File: src/rtl/alu_exec_pkg.sv
// Shared opcodes, flag indices, FSM states and opcode helpers for the alu execution unit.
// Optional feature: ALU_EXEC_CMP_EN adds CMP/TEST (flags-only compare ops).
package alu_exec_pkg;

   localparam int unsigned OPW = 5;
   localparam int unsigned FLW = 6;

   localparam logic [OPW-1:0] OP_INC  = 5'b00001;
   localparam logic [OPW-1:0] OP_DEC  = 5'b00011;
   localparam logic [OPW-1:0] OP_ADD  = 5'b00100;
   localparam logic [OPW-1:0] OP_ADC  = 5'b00101;
   localparam logic [OPW-1:0] OP_SUB  = 5'b00110;
   localparam logic [OPW-1:0] OP_SBB  = 5'b00111;
   localparam logic [OPW-1:0] OP_AND  = 5'b01000;
   localparam logic [OPW-1:0] OP_OR   = 5'b01001;
   localparam logic [OPW-1:0] OP_XOR  = 5'b01010;
   localparam logic [OPW-1:0] OP_NOT  = 5'b01011;
   localparam logic [OPW-1:0] OP_SHL  = 5'b10000;
   localparam logic [OPW-1:0] OP_SHR  = 5'b10001;
   localparam logic [OPW-1:0] OP_SAL  = 5'b10010;
   localparam logic [OPW-1:0] OP_SAR  = 5'b10011;
   localparam logic [OPW-1:0] OP_ROL  = 5'b10100;
   localparam logic [OPW-1:0] OP_ROR  = 5'b10101;
   localparam logic [OPW-1:0] OP_RCL  = 5'b10110;
   localparam logic [OPW-1:0] OP_RCR  = 5'b10111;
   localparam logic [OPW-1:0] OP_CMP  = 5'b01100;
   localparam logic [OPW-1:0] OP_TEST = 5'b01101;

   localparam int unsigned FLG_C = 5;
   localparam int unsigned FLG_Z = 4;
   localparam int unsigned FLG_N = 3;
   localparam int unsigned FLG_V = 2;
   localparam int unsigned FLG_P = 1;
   localparam int unsigned FLG_A = 0;

   typedef enum logic [1:0] {StIdle, StExec, StWb, StResp} exec_state_e;

   function automatic logic is_legal_op(input logic [OPW-1:0] op);
      logic ok;
      ok = (op == OP_INC) || (op >= OP_DEC && op <= OP_NOT) || (op[4:3] == 2'b10);
`ifdef ALU_EXEC_CMP_EN
      ok = ok || (op == OP_CMP) || (op == OP_TEST);
`endif
      return ok;
   endfunction

   // F code actually presented to the alu; compare ops borrow SUB/AND.
   function automatic logic [OPW-1:0] alu_code(input logic [OPW-1:0] op);
      logic [OPW-1:0] f;
      f = op;
`ifdef ALU_EXEC_CMP_EN
      if (op == OP_CMP)  f = OP_SUB;
      if (op == OP_TEST) f = OP_AND;
`endif
      return f;
   endfunction

endpackage

File: src/rtl/alu_exec_if.sv
// Command/response handshake bundle between decode and the alu execution unit.
interface alu_exec_if #(
   parameter int unsigned RW = 3,
   parameter int unsigned DW = 16
);
   logic          cmd_valid;
   logic          cmd_ready;
   logic [4:0]    cmd_op;
   logic [RW-1:0] cmd_dst;
   logic [RW-1:0] cmd_src;
   logic          cmd_use_imm;
   logic [DW-1:0] cmd_imm;
   logic          rsp_valid;
   logic          rsp_ready;
   logic [DW-1:0] rsp_data;
   logic [5:0]    rsp_flags;
   logic          rsp_err;

   modport master (
      output cmd_valid, cmd_op, cmd_dst, cmd_src, cmd_use_imm, cmd_imm, rsp_ready,
      input  cmd_ready, rsp_valid, rsp_data, rsp_flags, rsp_err
   );

   modport slave (
      input  cmd_valid, cmd_op, cmd_dst, cmd_src, cmd_use_imm, cmd_imm, rsp_ready,
      output cmd_ready, rsp_valid, rsp_data, rsp_flags, rsp_err
   );
endinterface

File: src/rtl/alu_regfile.sv
// NREGS x DW register file: two asynchronous read ports, one synchronous write, async clear.
module alu_regfile #(
   parameter int unsigned NREGS = 8,
   parameter int unsigned DW    = 16,
   localparam int unsigned RW   = $clog2(NREGS)
) (
   input  logic          clk,
   input  logic          rst_n,
   input  logic [RW-1:0] ra_addr,
   output logic [DW-1:0] ra_data,
   input  logic [RW-1:0] rb_addr,
   output logic [DW-1:0] rb_data,
   input  logic          we,
   input  logic [RW-1:0] waddr,
   input  logic [DW-1:0] wdata
);

   logic [DW-1:0] mem_q [NREGS];

   always_ff @(posedge clk or negedge rst_n) begin
      if (!rst_n) begin
         mem_q <= '{default: '0};
      end else if (we) begin
         mem_q[waddr] <= wdata;
      end
   end

   assign ra_data = mem_q[ra_addr];
   assign rb_data = mem_q[rb_addr];

endmodule

File: src/rtl/alu_exec_unit.sv
// Sequencer around an external combinational alu: IDLE -> EXEC -> WB -> RESP, carry chained as Cin.
// Optional feature: ALU_EXEC_CMP_EN enables CMP/TEST (flags written, register not written).
module alu_exec_unit
   import alu_exec_pkg::*;
#(
   parameter int unsigned NREGS = 8,
   parameter int unsigned DW    = 16
) (
   input  logic            clk,
   input  logic            rst_n,
   alu_exec_if.slave       bus,
   output logic [DW-1:0]   alu_a,
   output logic [DW-1:0]   alu_b,
   output logic [OPW-1:0]  alu_f,
   output logic            alu_cin,
   input  logic [DW-1:0]   alu_result,
   input  logic [FLW-1:0]  alu_status,
   output logic [FLW-1:0]  flags_q
);

   localparam int unsigned RW = $clog2(NREGS);

   exec_state_e    state_q, state_d;
   logic [RW-1:0]  dst_q;
   logic           legal_q, nowrite_q;
   logic [DW-1:0]  res_q;
   logic [FLW-1:0] stat_q;
   logic [DW-1:0]  rd_a, rd_b;
   logic           accept, cmp_op, wr_en;
   logic           rsp_valid_q, rsp_err_q;
   logic [DW-1:0]  rsp_data_q;
   logic [FLW-1:0] rsp_flags_q;

   assign accept = (state_q == StIdle) && bus.cmd_valid;
   assign wr_en  = (state_q == StWb) && legal_q && !nowrite_q;

   always_comb begin
      cmp_op = 1'b0;
`ifdef ALU_EXEC_CMP_EN
      cmp_op = (bus.cmd_op == OP_CMP) || (bus.cmd_op == OP_TEST);
`endif
   end

   alu_regfile #(
      .NREGS(NREGS),
      .DW   (DW)
   ) u_regfile (
      .clk    (clk),
      .rst_n  (rst_n),
      .ra_addr(bus.cmd_dst),
      .ra_data(rd_a),
      .rb_addr(bus.cmd_src),
      .rb_data(rd_b),
      .we     (wr_en),
      .waddr  (dst_q),
      .wdata  (res_q)
   );

   always_ff @(posedge clk or negedge rst_n) begin
      if (!rst_n) state_q <= StIdle;
      else        state_q <= state_d;
   end

   always_comb begin
      state_d       = state_q;
      bus.cmd_ready = 1'b0;
      unique case (state_q)
         StIdle: begin
            bus.cmd_ready = 1'b1;
            if (bus.cmd_valid) state_d = StExec;
         end
         StExec: state_d = StWb;
         StWb:   state_d = StResp;
         StResp: if (bus.rsp_ready) state_d = StIdle;
         default: state_d = StIdle;
      endcase
   end

   always_ff @(posedge clk or negedge rst_n) begin
      if (!rst_n) begin
         alu_a       <= '0;
         alu_b       <= '0;
         alu_f       <= '0;
         alu_cin     <= 1'b0;
         dst_q       <= '0;
         legal_q     <= 1'b0;
         nowrite_q   <= 1'b0;
         res_q       <= '0;
         stat_q      <= '0;
         flags_q     <= '0;
         rsp_valid_q <= 1'b0;
         rsp_data_q  <= '0;
         rsp_flags_q <= '0;
         rsp_err_q   <= 1'b0;
      end else begin
         if (accept) begin
            alu_a     <= rd_a;
            alu_b     <= bus.cmd_use_imm ? bus.cmd_imm : rd_b;
            alu_f     <= alu_code(bus.cmd_op);
            alu_cin   <= flags_q[FLG_C];
            dst_q     <= bus.cmd_dst;
            legal_q   <= is_legal_op(bus.cmd_op);
            nowrite_q <= cmp_op;
         end
         if (state_q == StExec) begin
            res_q  <= alu_result;
            stat_q <= alu_status;
         end
         if (state_q == StWb) begin
            rsp_valid_q <= 1'b1;
            if (legal_q) begin
               flags_q     <= stat_q;
               rsp_data_q  <= res_q;
               rsp_flags_q <= stat_q;
               rsp_err_q   <= 1'b0;
            end else begin
               // Illegal op: report the untouched architectural flags.
               rsp_data_q  <= '0;
               rsp_flags_q <= flags_q;
               rsp_err_q   <= 1'b1;
            end
         end
         if (state_q == StResp && bus.rsp_ready) rsp_valid_q <= 1'b0;
      end
   end

   assign bus.rsp_valid = rsp_valid_q;
   assign bus.rsp_data  = rsp_data_q;
   assign bus.rsp_flags = rsp_flags_q;
   assign bus.rsp_err   = rsp_err_q;

endmodule

File: src/flat_wrapper.sv
// flat-port wrapper written by rule: the top's interface ports become plain ports
module alu_exec_unit_flat import alu_exec_pkg::*;
#(
   parameter int unsigned NREGS = 8,
   parameter int unsigned DW    = 16
)
  (clk, rst_n, alu_a, alu_b, alu_f, alu_cin, alu_result, alu_status, flags_q, bus_cmd_valid, bus_cmd_op, bus_cmd_dst, bus_cmd_src, bus_cmd_use_imm, bus_cmd_imm, bus_rsp_ready, bus_cmd_ready, bus_rsp_valid, bus_rsp_data, bus_rsp_flags, bus_rsp_err);
  alu_exec_if #(.RW((3)), .DW(DW)) bus_i ();
  input  logic clk;
  input  logic rst_n;
  output logic [DW-1:0] alu_a;
  output logic [DW-1:0] alu_b;
  output logic [OPW-1:0] alu_f;
  output logic alu_cin;
  input  logic [DW-1:0] alu_result;
  input  logic [FLW-1:0] alu_status;
  output logic [FLW-1:0] flags_q;
  input wire logic [$bits(bus_i.cmd_valid)-1:0] bus_cmd_valid;
  input wire logic [$bits(bus_i.cmd_op)-1:0] bus_cmd_op;
  input wire logic [$bits(bus_i.cmd_dst)-1:0] bus_cmd_dst;
  input wire logic [$bits(bus_i.cmd_src)-1:0] bus_cmd_src;
  input wire logic [$bits(bus_i.cmd_use_imm)-1:0] bus_cmd_use_imm;
  input wire logic [$bits(bus_i.cmd_imm)-1:0] bus_cmd_imm;
  input wire logic [$bits(bus_i.rsp_ready)-1:0] bus_rsp_ready;
  output wire logic [$bits(bus_i.cmd_ready)-1:0] bus_cmd_ready;
  output wire logic [$bits(bus_i.rsp_valid)-1:0] bus_rsp_valid;
  output wire logic [$bits(bus_i.rsp_data)-1:0] bus_rsp_data;
  output wire logic [$bits(bus_i.rsp_flags)-1:0] bus_rsp_flags;
  output wire logic [$bits(bus_i.rsp_err)-1:0] bus_rsp_err;
  assign bus_i.cmd_valid = bus_cmd_valid;
  assign bus_i.cmd_op = bus_cmd_op;
  assign bus_i.cmd_dst = bus_cmd_dst;
  assign bus_i.cmd_src = bus_cmd_src;
  assign bus_i.cmd_use_imm = bus_cmd_use_imm;
  assign bus_i.cmd_imm = bus_cmd_imm;
  assign bus_i.rsp_ready = bus_rsp_ready;
  assign bus_cmd_ready = bus_i.cmd_ready;
  assign bus_rsp_valid = bus_i.rsp_valid;
  assign bus_rsp_data = bus_i.rsp_data;
  assign bus_rsp_flags = bus_i.rsp_flags;
  assign bus_rsp_err = bus_i.rsp_err;
  alu_exec_unit #(.NREGS(NREGS), .DW(DW)) u_core (.clk(clk), .rst_n(rst_n), .bus(bus_i), .alu_a(alu_a), .alu_b(alu_b), .alu_f(alu_f), .alu_cin(alu_cin), .alu_result(alu_result), .alu_status(alu_status), .flags_q(flags_q));
endmodule
File: config.mk
export PLATFORM = sky130hd
export DESIGN_NAME = alu_exec_unit_flat
export DESIGN_NICKNAME = d
export VERILOG_FILES = /design/src/rtl/alu_exec_pkg.sv /design/src/rtl/alu_exec_if.sv /design/src/rtl/alu_regfile.sv /design/src/rtl/alu_exec_unit.sv /design/src/flat_wrapper.sv
export SDC_FILE = /design/constraint.sdc
export NUM_CORES = 1
export LEC_CHECK = 0
export CELL_PAD_IN_SITES_DETAIL_PLACEMENT = 1
export CELL_PAD_IN_SITES_GLOBAL_PLACEMENT = 1
export CORE_UTILIZATION = 48
export CTS_CLUSTER_SIZE = 24
export DETAILED_ROUTE_END_ITERATION = 10
export PLACE_DENSITY_LB_ADDON = 0.1
export SYNTH_ARGS = -nofsm -noshare
export SYNTH_HDL_FRONTEND = slang
export SYNTH_HIERARCHICAL = 1
export SYNTH_SLANG_ARGS = --single-unit
File: constraint.sdc
create_clock -name clk -period 3.24 [get_ports clk]
set_clock_uncertainty 0.15 [all_clocks]
set_input_delay 0.648 -clock clk [delete_from_list [all_inputs] [get_ports clk]]
set_output_delay 0.648 -clock clk [all_outputs]
set_load 0.05 [all_outputs]
==> results of run 1 <==
[metal layers]
| metal | global-route usage, % | vias to the layer above | part of all wire [%] |
|---|---|---|---|
| met2 | 42.1 | 147 | 50 |
| met4 | 4.36 | 0 | 1.3 |
| met5 | 0 | - | 0 |
| met3 | 3.77 | 29 | 4.6 |
| met1 | 34.6 | 3481 | 45 |
| li1 | - | 2822 | - |
[worst reg2reg max path, stage by stage (launching register included)]
cell and delay, ns:
dfrtp_1 0.42, inv_1 0.12, ha_1 0.19, nand2_2 0.13, inv_1 0.31, nand4b_2 0.78
mux2_2 0.58
[path summary, 6_finish.rpt]
check                                              to  slack [ns]  cells past startpoint
min in group clk                    u_core/flags_q[1]        0.32                      2
min reg2reg                         u_core/flags_q[1]        0.32                      2
max reg2reg                u_core/u_regfile/mem_q[69]        0.45                      6
max in group asynchronous      u_core/bus.rsp_data[3]        2.13                      2
max                                     bus_cmd_ready        0.30                      3
min                                   u_core/alu_a[6]       -0.04                      1
[synthesized netlist by cell type]
| master | n | area (um2) |
|---|---|---|
| o32a_1 | 1 | 10.0 |
| or4_1 | 1 | 7.51 |
| nand3_1 | 11 | 55.1 |
| mux2i_1 | 17 | 170 |
| mux2_4 | 25 | 375 |
| clkbuf_1 | 5 | 18.8 |
| nor4b_4 | 1 | 23.8 |
| buf_4 | 13 | 97.6 |
| inv_1 | 21 | 78.8 |
| and4bb_2 | 1 | 12.5 |
| buf_6 | 15 | 169 |
| ha_1 | 4 | 50.1 |
| a21oi_1 | 2 | 10.0 |
| nor2b_1 | 1 | 6.26 |
| nor4bb_1 | 2 | 20.0 |
| nand4b_2 | 3 | 45.0 |
| clkbuf_2 | 2 | 10.0 |
| nand2_1 | 41 | 154 |
| mux4_1 | 56 | 1470 |
| nor2_1 | 1 | 3.75 |
| dfrtp_1 | 218 | 5460 |
| buf_1 | 7 | 26.3 |
| nand2_2 | 2 | 12.5 |
| mux4_2 | 8 | 180 |
| mux2_2 | 183 | 2060 |
| nand4_2 | 1 | 12.5 |
| buf_2 | 12 | 60.1 |
| o21ai_0 | 34 | 170 |
[flip-flops by register name (all words and copies together), names as in the netlist]
register,count
u_core/alu_a,16
u_core/alu_b,16
u_core/alu_cin,1
u_core/alu_f,5
u_core/bus.rsp_data,16
u_core/bus.rsp_err,1
u_core/bus.rsp_valid,1
u_core/dst_q,3
u_core/flags_q,6
u_core/legal_q,1
u_core/res_q,16
u_core/stat_q,6
u_core/state_q,2
u_core/u_regfile/mem_q,128
[final cells by class]
cell class,instances,area [um2]
Multi-Input combinational cell,395,4880
Fill cell,2035,8820
Clock inverter,9,120
Timing Repair Buffer,146,1480
Sequential cell,218,5460
Inverter,21,78.8
Tap cell,280,350
Clock buffer,35,713
[metrics by stage]
| stage | cells | utilization (%) | instance area [um2] | hold slack [ns] |
|---|---|---|---|---|
| floorplan | 688 | - | 10800 | 0.202 |
| global placement | 1060 | 55.9 | 12200 | 0.297 |
| detailed placement | 1060 | 55.9 | 12200 | 0.314 |
| CTS | 1104 | 59.7 | 13100 | 0.00363 |
| global route | 1104 | 59.7 | 13100 | 0.00783 |
| finish | 1104 | 59.7 | 13100 | -0.0397 |
[logic make-up after synthesis]
group	Yosys count
AO/OA/AOI/OAI	37
AND/OR/NAND/NOR	65
buffers and inverters	75
multiplexers	289
flip-flops	218
adder cells (fa/ha/maj)	4
[power groups by stage]
stage | Combinational (uW) | Sequential (uW) | Clock (uW)
floorplan | 2760 | 5630 | 0
global placement | 4830 | 4960 | 0
detailed placement | 4980 | 5130 | 0
CTS | 5010 | 5100 | 2920
global route | 5290 | 5290 | 3030
finish | 4950 | 5120 | 2860
==> flow_metrics.py, run 1 <==
metrics = {
    "global_routing": {
        "grt_pass1_wl_um": 42400,
        "overflow": 0,
        "grt_use_total_pct": 25.0,
        "antenna_found_initial": 0,
        "first_global_vias": 7135,
        "grt_max_degree": 89,
    },
    "power": {
        "power_frac_seq_pct": 39.6,
        "p_leak_uw": 0.00612,
        "report.power.total_uw": 12900,
        "swShare_pct": 36.8,
        "combPwrFrac_pct": 38.3,
        "clockPowerShare_pct": 22.1,
        "vdd_drop_max_mv": 0.572,
        "p_per_area_nw_per_um2": 988,
        "p_switching_uw": 4760,
        "power.internal_uw": 8160,
    },
    "cts": {
        "clk-insertion-delay-late_ns": 0.51,
        "ctsLongestPathBuffers": 3,
        "cts_buffers": 24,
        "path_clk_slew_ns": 0.06,
        "post_cts_buffers": 0,
        "ctsHtreeMaxLevel": 1,
        "cts-resized-gates": 0,
        "cts_hold_buf": 0,
        "clockRootBuffer": "clkbuf_16",
        "cts_tree": "yes",
        "clkSinkCount": 218,
    },
    "floorplanning": {
        "start_util_pct": 49.2,
        "io_pins": 123,
        "core-area_um2": 21900,
        "std_cell_rows": 54,
        "die_h_um": 152,
        "dieArea_um2": 23000,
        "die_x_um": 152,
    },
    "routing": {
        "drt-initial-drc-count": 275,
        "drtPass1Iterations": 4,
        "vias": 6479,
        "via_per_inst": 5.87,
        "routedWlPerCell_um": 24.9,
        "drc": 0,
        "routed_wl_um": 27500,
        "ant_nets": 0,
    },
    "synth": {
        "ys_ff_latch": 218,
        "synth-warning-count": 6,
        "synth-compound-area-share_pct": 1.77,
        "synth-xor-area-share_pct": 0,
        "netlist_area_um2": 10800,
        "syn-instance-count": 688,
        "yosys.area_share.simple_pct": 3.28,
        "yosysSeqAreaShare_pct": 50.7,
        "synth_top_family_by_area": "multiplexers",
        "synth.avg_cell_area_um2": 15.6,
        "yosysUniqueCellTypes": 28,
        "muxShareOfSynthArea_pct": 39.5,
        "syn_nets": 746,
        "synthAdderAreaFrac_pct": 0.465,
    },
    "place": {
        "portBuffers": 122,
        "dp_slack_ns": 0.413,
        "globalplace.congestion": 0.752,
        "dpl.hpwl_um": 17400,
    },
    "sta": {
        "tns_ns": 0,
        "drv_slew": 0,
        "min_period_ns": 2.94,
        "rsz0062_at_grt": "no",
        "setup_viol": 0,
        "hold_ws_ns": -0.0397,
        "hold_viol": 11,
        "slew_headroom_pct": 39.0,
        "tightest_slew_ns": 0.912,
        "setup_ws_ns": 0.296,
        "finalCritPeriodShare_pct": 90.8,
        "max_freq_mhz": 340,
    },
    "status": {
        "violations": "hold timing",
        "status": "complete, but fails checks",
    },
    "cells_and_area": {
        "final_common_cell": "dfrtp_1",
        "final_cell_mix": "dfrtp_1, mux2_2, clkdlybuf4s50_1",
        "fin_nets": 864,
        "area_growth_pct": 21.4,
        "diodes": 0,
        "drive_above_1_share_pct": 35.3,
    },
    "critical_path": {
        "crit_buf_inv": 2,
        "crit_arrival_ns": 2.15,
        "crit_type": "register to output port",
        "crit_family": "buffers and inverters",
        "crit_chain": "inv_1 -> ha_1 -> clkdlybuf4s50_1",
        "required_ns": 2.44,
        "worstPathMaxFanout": 4,
        "cp_slowest_stage_delay_ns": 0.84,
        "end_kind": "output port",
        "start_kind": "register",
        "worst_r2r_startpoint": "u_core/state_q[0]",
        "crit_path_top_delay_cell": "clkdlybuf4s50_1",
        "startpoint": "u_core/state_q[0]",
    },
    "hold_path": {
        "min_path_type": "input pin to async pin",
    },
    "run": {
        "drv_cap": 0,
    },
}
Note: power is estimated with default switching activity, not from simulation.
==> run 2, diff against run 1 <==
--- a/config.mk
+++ b/config.mk
@@ -10,6 +10,8 @@
 export CORE_UTILIZATION = 48
 export CTS_CLUSTER_SIZE = 24
 export DETAILED_ROUTE_END_ITERATION = 10
+export GPL_TIMING_DRIVEN = 0
+export HOLD_SLACK_MARGIN = 0.15
 export PLACE_DENSITY_LB_ADDON = 0.1
 export SYNTH_ARGS = -nofsm -noshare
 export SYNTH_HDL_FRONTEND = slang
==> flow_metrics.py, run 2 (synthesis results as in run 1) <==
metrics = {
    "status": {
        "status": "complete, no violations",
    },
    "global_routing": {
        "use_met3_pct": 3.26,
        "overflow": 0,
        "grt_pass1_wl_um": 42500,
        "use_met1_pct": 35.1,
        "first_global_vias": 7128,
        "grt_max_degree": 124,
        "antenna_found_initial": 0,
        "grt_use_total_pct": 25.2,
        "use_met2_pct": 42.1,
        "top_usage_layer": "met2",
    },
    "cts": {
        "cts-resized-gates": 0,
        "clockRootBuffer": "clkbuf_16",
        "cts_tree": "yes",
        "post_cts_buffers": 0,
        "clkSinkCount": 218,
        "ctsLongestPathBuffers": 3,
        "path_clk_slew_ns": 0.06,
        "ctsHtreeMaxLevel": 1,
        "cts_buffers": 24,
        "clk-insertion-delay-late_ns": 0.51,
    },
    "cells_and_area": {
        "final_common_cell": "dfrtp_1",
        "largest_reg_flops": 128,
        "final_cell_mix": "dfrtp_1, mux2_2, clkdlybuf4s50_1",
        "multi_input_area_um2": 4850,
        "regMostFlops": "u_core/u_regfile/mem_q",
        "final_cells": 1130,
        "nFillCells": 2061,
        "drive_above_1_share_pct": 35.8,
        "fin_area_um2": 13100,
        "seq_area_um2": 5460,
        "diodes": 0,
        "area_growth_pct": 21.8,
        "fin_util_pct": 59.9,
        "fin_nets": 893,
    },
    "sta": {
        "max_freq_mhz": 331,
        "hold_viol": 0,
        "min_period_ns": 3.02,
        "finalCritPeriodShare_pct": 93.2,
        "setup_viol": 0,
        "rsz0062_at_grt": "no",
        "slew_headroom_pct": 36.6,
        "tns_ns": 0,
        "drv_slew": 0,
        "tightest_slew_ns": 0.951,
    },
    "critical_path": {
        "rr_endpoint": "u_core/u_regfile/mem_q[53]",
        "end_kind": "register",
        "crit_arrival_ns": 3.26,
        "crit_chain": "inv_1 -> ha_1 -> nand2_2 -> inv_1 -> buf_4 -> buf_4 -> nor4bb_1 -> buf_2 -> buf_4 -> mux2_2",
        "crit_path_top_delay_cell": "dfrtp_1",
        "worstPathMaxFanout": 10,
        "cp_slowest_stage_delay_ns": 0.41,
        "r2r_setup_slack_ns": 0.22,
        "path_common_cell": "buf_4",
        "worstRegToRegCells": 10,
        "start_kind": "register",
        "startpoint": "u_core/state_q[0]",
        "required_ns": 3.48,
        "worst_r2r_startpoint": "u_core/state_q[0]",
        "crit_type": "register to register",
    },
    "power": {
        "p_per_area_nw_per_um2": 982,
        "p_leak_uw": 0.00617,
        "report.power.total_uw": 12900,
        "vdd_drop_max_mv": 0.546,
    },
    "hold_path": {
        "hp-start": "u_core/stat_q[1]",
        "hold_path_end": "u_core/flags_q[1]",
        "hold-path-cell-count": 2,
        "min_path_type": "register to register",
    },
    "place": {
        "portBuffers": 119,
        "place_area_um2": 12300,
        "dpl.hpwl_um": 18600,
        "globalplace.congestion": 0.760,
        "numPlacedInstances": 1088,
    },
    "routing": {
        "drc": 0,
        "vias": 6575,
        "via_per_inst": 5.82,
        "routedWlPerCell_um": 24.6,
        "ant_nets": 0,
        "routed_wl_um": 27800,
        "drt-initial-drc-count": 365,
        "drtPass1Iterations": 4,
    },
    "floorplanning": {
        "die_h_um": 152,
        "die_x_um": 152,
        "core-area_um2": 21900,
        "std_cell_rows": 54,
        "io_pins": 123,
        "dieArea_um2": 23000,
        "start_util_pct": 49.2,
    },
    "run": {
        "drv_cap": 0,
    },
}
run 2: worst max path at each step:
stage and to:
2_1_floorplan u_core/u_regfile/mem_q[85], 3_3_place_gp u_core/stat_q[3], 3_5_place_dp u_core/alu_a[12], 4_1_cts u_core/u_regfile/mem_q[53], 5_1_grt u_core/u_regfile/mem_q[94], 6_report u_core/u_regfile/mem_q[53]
run 2: worst max-delay path: cells and delay by family, from the launching register on:
kind,cells,cell delay [ns]
muxes,1,0.36
and+or+nand+nor,2,0.49
buffers and inverters,6,1.25
adders and majority gates,1,0.23
DFF,1,0.41
run 2: where the power goes:
part	leakage, uW	internal, uW	switching (uW)
registers	0.00280	3910	1070
clock network	0.000384	1590	1070
logic	0.00298	2570	2670
run 2: area by class of cell:
class	instances	area share, %
tap	280	2.67
clock buffer	35	5.44
buffer	54	2.91
clock inverter	6	0.420
multi-input combinational	395	37.0
inverter	21	0.601
sequential	218	41.6
timing repair buffer	121	9.40
run 2: timing repair:
action | in CTS | in global routing
endpoints found under the setup margin | 0 | 0
hold buffers | 1 | 0
endpoints found under the hold margin | 42 | 0
run 2: metal layers:
metal | wire (um) | vias to the layer above
li1 | - | 2899
met2 | 13500 | 187
met4 | 394 | 0
met3 | 1380 | 27
met5 | 0 | -
met1 | 12500 | 3462
run 2: per-stage QoR:
step | hold slack [ns] | worst slack [ns]
5_1_grt | 0.356 | 0.0279
3_3_place_gp | 0.297 | -7.42
2_1_floorplan | 0.202 | 0.864
3_5_place_dp | 0.323 | 0.0175
4_1_cts | 0.336 | 0.158
6_report | 0.328 | 0.219
